File: config.mk
export PLATFORM = sky130hd
export DESIGN_NAME = stream_fifo_flushable
export DESIGN_NICKNAME = d
export VERILOG_FILES = /design/src/rtl/stream_fifo_flushable.sv
export SDC_FILE = /design/constraint.sdc
export NUM_CORES = 1
export LEC_CHECK = 0
export CORE_MARGIN = 2
export CORE_UTILIZATION = 54
export DETAILED_ROUTE_END_ITERATION = 7
export GPL_ROUTABILITY_DRIVEN = 0
export PLACE_DENSITY_LB_ADDON = 0.1
export SLEW_MARGIN = 20
export SYNTH_ARGS = -nofsm -noshare
export SYNTH_HDL_FRONTEND = slang
export SYNTH_SLANG_ARGS = --single-unit
export TNS_END_PERCENT = 30
File: constraint.sdc
create_clock -name clk_i -period 2.9 [get_ports clk_i]
set_clock_uncertainty 0.05 [all_clocks]
set_input_delay 0.29 -clock clk_i [delete_from_list [all_inputs] [get_ports clk_i]]
set_output_delay 0.29 -clock clk_i [all_outputs]
set_load 0.005 [all_outputs]
File: src/rtl/stream_fifo_flushable.sv
// Valid/ready stream FIFO with synchronous flush and fill-level output.
// Define STREAM_FIFO_FALL_THROUGH_EN for zero-latency pass-through when empty.
module stream_fifo_flushable #(
  parameter int unsigned DATA_WIDTH = 32,
  parameter int unsigned DEPTH      = 4,
  parameter int unsigned CNT_W      = $clog2(DEPTH + 1)
) (
  input  logic                  clk_i,
  input  logic                  rst_i,
  input  logic                  flush_i,
  input  logic                  valid_i,
  output logic                  ready_o,
  input  logic [DATA_WIDTH-1:0] data_i,
  output logic                  valid_o,
  input  logic                  ready_i,
  output logic [DATA_WIDTH-1:0] data_o,
  output logic [CNT_W-1:0]      usage_o
);

  localparam int unsigned     PTR_W    = (DEPTH > 1) ? $clog2(DEPTH) : 1;
  localparam logic [PTR_W-1:0] PTR_LAST = PTR_W'(DEPTH - 1);
  localparam logic [CNT_W-1:0] CNT_FULL = CNT_W'(DEPTH);

  logic [DATA_WIDTH-1:0] mem_q [DEPTH];
  logic [PTR_W-1:0]      wr_ptr_q, wr_ptr_d;
  logic [PTR_W-1:0]      rd_ptr_q, rd_ptr_d;
  logic [CNT_W-1:0]      count_q, count_d;
  logic                  empty, full, push, pop, bypass;

  always_comb begin
    empty   = (count_q == '0);
    full    = (count_q == CNT_FULL);
    ready_o = !flush_i && !full;
    valid_o = !flush_i && !empty;
    data_o  = mem_q[rd_ptr_q];
    bypass  = 1'b0;
`ifdef STREAM_FIFO_FALL_THROUGH_EN
    // Empty FIFO forwards the input; a beat taken downstream is never stored.
    if (empty && !flush_i) begin
      valid_o = valid_i;
      data_o  = data_i;
      bypass  = valid_i && ready_i;
    end
`endif
    push = valid_i && ready_o && !bypass;
    pop  = valid_o && ready_i && !empty;

    wr_ptr_d = wr_ptr_q;
    rd_ptr_d = rd_ptr_q;
    count_d  = count_q;
    if (push) wr_ptr_d = (wr_ptr_q == PTR_LAST) ? '0 : wr_ptr_q + 1'b1;
    if (pop)  rd_ptr_d = (rd_ptr_q == PTR_LAST) ? '0 : rd_ptr_q + 1'b1;
    if (push && !pop)      count_d = count_q + 1'b1;
    else if (pop && !push) count_d = count_q - 1'b1;
    if (flush_i) begin
      wr_ptr_d = '0;
      rd_ptr_d = '0;
      count_d  = '0;
    end
  end

  always_ff @(posedge clk_i) begin
    if (rst_i) begin
      wr_ptr_q <= '0;
      rd_ptr_q <= '0;
      count_q  <= '0;
    end else begin
      wr_ptr_q <= wr_ptr_d;
      rd_ptr_q <= rd_ptr_d;
      count_q  <= count_d;
    end
  end

  always_ff @(posedge clk_i) begin
    if (push) mem_q[wr_ptr_q] <= data_i;
  end

  assign usage_o = count_q;

endmodule
==> impl_metrics.json, run 1 <==
{
  "p_int_mw": 3.63,
  "post_synth_inst_count": 221,
  "ys_warn_count": 0,
  "synth-seq-area-share": 0.779,
  "ys_seq_elements": 137,
  "synth_area_leaders": "edfxtp_1 74%, mux4_2 13%, dfxtp_1 3.5%",
  "cts_made_buffers": 17,
  "die_w_um": 102,
  "arrival_ns": 2.32,
  "finalSetupViolCount": 0,
  "fmax_mhz": 376,
  "synth.net_count": 265,
  "outcome": "complete, no violations",
  "finalCritPeriodShare": 0.917,
  "vias_per_cell": 5.26,
  "power_frac_comb": 0.049,
  "vdd_ir_drop_max_v": 0.000422,
  "cts_resized": 0,
  "dieArea_um2": 10400,
  "drc": 0,
  "finalHoldViolCount": 0,
  "power.leakage_nw": 2.17,
  "grt_util_all_layers": 0.187,
  "drt-pass1-iter-count": 4,
  "grt_setup_unrepaired": "no",
  "avgSynthCellArea_um2": 23.4,
  "cts.sinks": 137,
  "clock_latency_ns": 0.51,
  "synth.cells.most_frequent": "128 x edfxtp_1, 30 x mux4_2, 9 x dfxtp_1",
  "slew_headroom": 0.724,
  "yosysMostFrequentCell": "edfxtp_1",
  "routed_wl_mm": 8.72,
  "cts_root_buf": "clkbuf_8",
  "ios": 74,
  "drtIter0Drc": 125,
  "stdcell_area_um2": 6690,
  "syn_area_um2": 5160,
  "crit_required_ns": 2.56,
  "power_frac_seq": 0.493,
  "async_flop_share": 0,
  "hpwlAfterDp_mm": 5.27,
  "diodes": 0,
  "cts_tree": "built",
  "portBuffers": 73,
  "worstRegToRegCells": 9,
  "drive_gt1_frac": 0.239,
  "switching_power_mw": 0.848,
  "grt_overflow": 0,
  "n_fill_cell": 571,
  "cts_hold_buf": 0,
  "fin_nets": 358,
  "ant_nets": 0,
  "start_util": 0.559,
  "cellPowerDensity_nw_per_um2": 670,
  "finalMaxSlewViolations": 0,
  "clkPwrFrac": 0.458,
  "grt_pass1_vias": 2577,
  "placementRows": 35,
  "switching_share": 0.189,
  "final_core_util": 0.724,
  "antenna_found_initial": 0,
  "crit_type": "reg2out",
  "vias": 2398,
  "worst_pin_slew_ns": 0.415,
  "cts_max_level": 4,
  "period_needed_ns": 2.66,
  "cts.clk_slew.worst_paths_ns": 0.06,
  "die_y_um": 102,
  "hold_class": "in2reg",
  "cp-start-kind": "flop",
  "grt_max_degree": 33,
  "min_from": "data_i[10]",
  "synth_ff_type": "edfxtp_1",
  "multi_input_area_um2": 1040,
  "r2r_start": "usage_o[1]",
  "yosys.area.top_type": "edfxtp_1",
  "wire_per_inst_um": 19.1,
  "synthDistinctLibCells": 22,
  "cp-end-kind": "output pin",
  "maxCapViolCount": 0,
  "register_area_um2": 4030,
  "hold_depth": 1,
  "core_region_area_um2": 9240,
  "post_cts_buffers": 0,
  "path_max_fanout": 14,
  "area_delta_synth_final_pct": 29.6,
  "cts_buffer_depth": 2,
  "placement.cell_area_um2": 6110,
  "finalSetupTns_ns": 0,
  "yosysTopAreaCellShare": 0.744,
  "grt_pass1_wl_mm": 13.7,
  "synth_edf_count": 128
}
-- layout make-up --
cell class | instances | share of cell area
clock inverters | 13 | 0.0230
multi-input cells | 72 | 0.155
clock buffers | 19 | 0.0630
repair buffers | 82 | 0.131
flip-flops and latches | 137 | 0.602
well taps | 129 | 0.0241
inverters | 4 | 0.00224
-- layout by cell type (no fill, tap or decap), types with 2 or more instances in the layout --
master	n
nor2_1	4
nor3b_2	2
clkdlybuf4s50_1	73
buf_12	6
clkinv_4	3
buf_4	3
dfxtp_2	2
ha_1	6
nor3_1	3
and2_2	4
nand2_1	8
dfxtp_1	7
xor2_1	2
edfxtp_1	128
clkinv_2	6
clkbuf_1	2
mux4_1	2
mux2i_1	5
bufinv_16	3
inv_1	4
mux4_2	30
clkbuf_16	16
-- power groups by stage --
stage / combinational [mW] / clock, mW / sequential (mW)
after floorplan: 0.0791 / 0 / 2.24
after global placement: 0.215 / 0 / 2.25
after detailed placement: 0.220 / 0 / 2.25
after CTS: 0.222 / 2.09 / 2.21
after global routing: 0.237 / 2.17 / 2.21
final: 0.218 / 2.05 / 2.21
-- sequential cells by signal, summed over array words and instances, names as in the netlist, named ones only --
register,cells
mem_q,128
rd_ptr_q,2
usage_o,3
wr_ptr_q,2
-- worst max-delay path, cell delays in order, from the launching register on --
cell	delay, ns
dfxtp_2	0.54
buf_12	0.22
mux4_1	0.55
clkdlybuf4s50_1	0.50
-- through the flow --
stage | cells | power [mW] | worst slack [ns] | hold slack, ns
2_1_floorplan | 221 | 2.32 | 0.683 | 0.317
3_3_place_gp | 424 | 2.46 | 0.417 | 0.434
3_5_place_dp | 424 | 2.47 | 0.367 | 0.427
4_1_cts | 456 | 4.52 | 0.175 | 0.344
5_1_grt | 456 | 4.62 | 0.138 | 0.356
6_report | 456 | 4.48 | 0.240 | 0.365
-- worst paths after layout --
check	end	slack, ns
worst max-delay path	data_o[9]	0.24
worst min-delay path	mem_q[2][10]	0.37
worst max register to register	usage_o[2]	0.65
worst min register to register	flop	0.43
-- logic make-up (layout without fill, tap and decap cells) --
| family | count (synthesis) | after routing | share of synthesized area |
|---|---|---|---|
| multiplexers | 37 | 37 | 0.151 |
| flip-flops | 137 | 137 | 0.779 |
| buffers and inverters | 12 | 118 | 0.0206 |
| AND/OR/NAND/NOR | 24 | 24 | 0.0252 |
| adder cells (fa/ha/maj) | 7 | 7 | 0.0184 |
| AO/OA/AOI/OAI | 2 | 2 | 0.00242 |
| XOR/XNOR | 2 | 2 | 0.00339 |
-- layer usage --
metal	global-route usage	routed length (µm)
met1	0.233	3660
met2	0.306	4520
met3	0.0552	381
met4	0.0863	155
met5	0	0
Power figures use the tool's default switching activity.
==> run 2: changes to the inputs <==
Settings changed: CTS_CLUSTER_DIAMETER set to 30.
==> results of run 2 <==
No change in the layout: final DEF, timing and power equal those of run 1.
==> run 3: changes to the inputs <==
Settings changed: CORE_UTILIZATION 54 to 58.
Clock period 2.9 ns to 3.12 ns, I/O delays scaled along.
==> run 3 against run 2 <==
Against the previous run: sequential share of layout area is 0.11 points higher; sequential power is 7% lower; register-to-register slack better by 0.18 ns; hold slack better by 0.011 ns; combinational power is 7% lower; critical path type unchanged; highest routed layer unchanged; flip-flop and latch count stayed put.
==> impl_metrics.json, run 3 (same netlist as run 1, synthesis figures left out) <==
{
  "drive_gt1_frac": 0.243,
  "cts_resized": 0,
  "start_util": 0.595,
  "cts_buffer_depth": 2,
  "period_needed_ns": 2.91,
  "area_delta_synth_final_pct": 29.3,
  "setup_slack_ns": 0.209,
  "cts_root_buf": "clkbuf_8",
  "cts_hold_buf": 0,
  "cp-start-kind": "flop",
  "cts_max_level": 4,
  "grt_setup_unrepaired": "no",
  "reg2reg_to": "usage_o[2]",
  "finalHoldViolCount": 0,
  "regMostFlops": "mem_q",
  "cp_num_cells": 3,
  "cts_made_buffers": 17,
  "core_region_area_um2": 8680,
  "drt-pass1-iter-count": 4,
  "finalSetupViolCount": 0,
  "finalSetupTns_ns": 0,
  "portBuffers": 73,
  "fin_nets": 360,
  "post_cts_buffers": 0,
  "grt_pass1_vias": 2665,
  "cts_tree": "built",
  "layout_commonest_cell": "edfxtp_1",
  "reg2reg_setup_slack_ns": 0.83,
  "cts.sinks": 137,
  "grt_util_all_layers": 0.211,
  "slowest_stage": "dfxtp_2",
  "drtIter0Drc": 180,
  "crit_required_ns": 2.76,
  "min_to": "mem_q[0][0]",
  "hold_ws_ns": 0.376,
  "diodes": 0,
  "die_w_um": 98.4,
  "slew_headroom": 0.572,
  "cp-end-kind": "output pin",
  "ant_nets": 0,
  "hold_depth": 1,
  "outcome": "complete, no violations",
  "hpwlAfterDp_mm": 5.44,
  "slowest_delay_ns": 0.65,
  "vias_per_cell": 5.76,
  "crit_family": "buffers and inverters",
  "layout_common_cells": "128 x edfxtp_1, 73 x clkdlybuf4s50_1, 30 x mux4_2, 16 x clkbuf_16, 10 x buf_4",
  "maxCapViolCount": 0,
  "ios": 74,
  "dieArea_um2": 9670,
  "largest_register_ffs": 128,
  "hold_class": "in2reg",
  "antenna_found_initial": 0,
  "dp.cells": 405,
  "grt_overflow": 0,
  "die_y_um": 98.4,
  "path_cells": "buf_4 -> mux4_2 -> clkdlybuf4s50_1",
  "worstRegToRegCells": 9,
  "min_from": "data_i[0]",
  "crit_type": "reg2out",
  "cts.clk_slew.worst_paths_ns": 0.06,
  "cp_num_buf_inv": 2,
  "finalCritPeriodShare": 0.933,
  "drc": 0,
  "path_max_fanout": 15,
  "worst_pin_slew_ns": 0.641,
  "fmax_mhz": 344,
  "wire_per_inst_um": 21.4,
  "clock_latency_ns": 0.51,
  "r2r_start": "usage_o[0]",
  "stdcell_count": 437,
  "finalMaxSlewViolations": 0,
  "place_ws_ns": 0.562,
  "routed_wl_mm": 9.35,
  "placementRows": 34,
  "power.leakage_nw": 2.19,
  "arrival_ns": 2.55,
  "cellPowerDensity_nw_per_um2": 657,
  "vdd_ir_drop_max_v": 0.000393,
  "grt_max_degree": 33,
  "grt_pass1_wl_mm": 14.8,
  "vias": 2515
}
-- run 3: changes by cell type in the layout (fill, tap and decap cells not counted), sizes merged --
cell	before	now
clkinv	9	3
inv	4	8
buf	9	11
bufinv	3	5
-- run 3: report_power, final --
group	switching (mW)	total [mW]	leakage, nW	internal, mW
logic	0.0787	0.202	0.649	0.124
clock network	0.743	2.13	0.308	1.39
registers	0.0127	2.05	1.24	2.04
-- run 3: worst reg2reg max path: cells and delay by family, from the launching register on --
family	cells	cell delay (ns)
AND/OR/NAND/NOR	3	0.73
adder cells (fa/ha/maj)	2	0.56
flip-flops	1	0.37
AO/OA/AOI/OAI	1	0.19
XOR/XNOR	1	0.18
buffers and inverters	2	0.13
-- run 3: per-stage QoR --
step | power [mW] | instance area (µm²) | utilization
after floorplan | 2.16 | 5160 | -
after global placement | 2.29 | 6040 | 0.696
after detailed placement | 2.29 | 6040 | 0.696
after CTS | 4.42 | 6680 | 0.769
after global routing | 4.52 | 6680 | 0.769
final | 4.39 | 6680 | 0.769
-- run 3: worst max path at each step --
stage                     from  slack (ns)    endpoint
floorplan           usage_o[0]        0.90  usage_o[2]
global placement       flush_i        0.63  usage_o[2]
detailed placement     flush_i        0.56  usage_o[2]
CTS                       flop        0.13  data_o[23]
global route              flop        0.04  data_o[23]
finish                    flop        0.21  data_o[23]
-- run 3: layer usage --
metal  global-route usage  share of wire  up-vias  wire [µm]
met5                    0              0        -          0
met3               0.0608          0.049       18        462
li1                     -              -     1111          -
met2                0.355           0.54       97       5070
met4               0.0811          0.018        0        169
met1                0.262           0.39     1289       3650
-- run 3: final cells by class --
class,instances,area (µm²)
sequential,137,4030
fill,479,2000
multi-input combinational,72,1040
timing repair buffer,84,826
clock buffer,19,422
clock inverter,13,215
tap,108,135
inverter,4,15.0
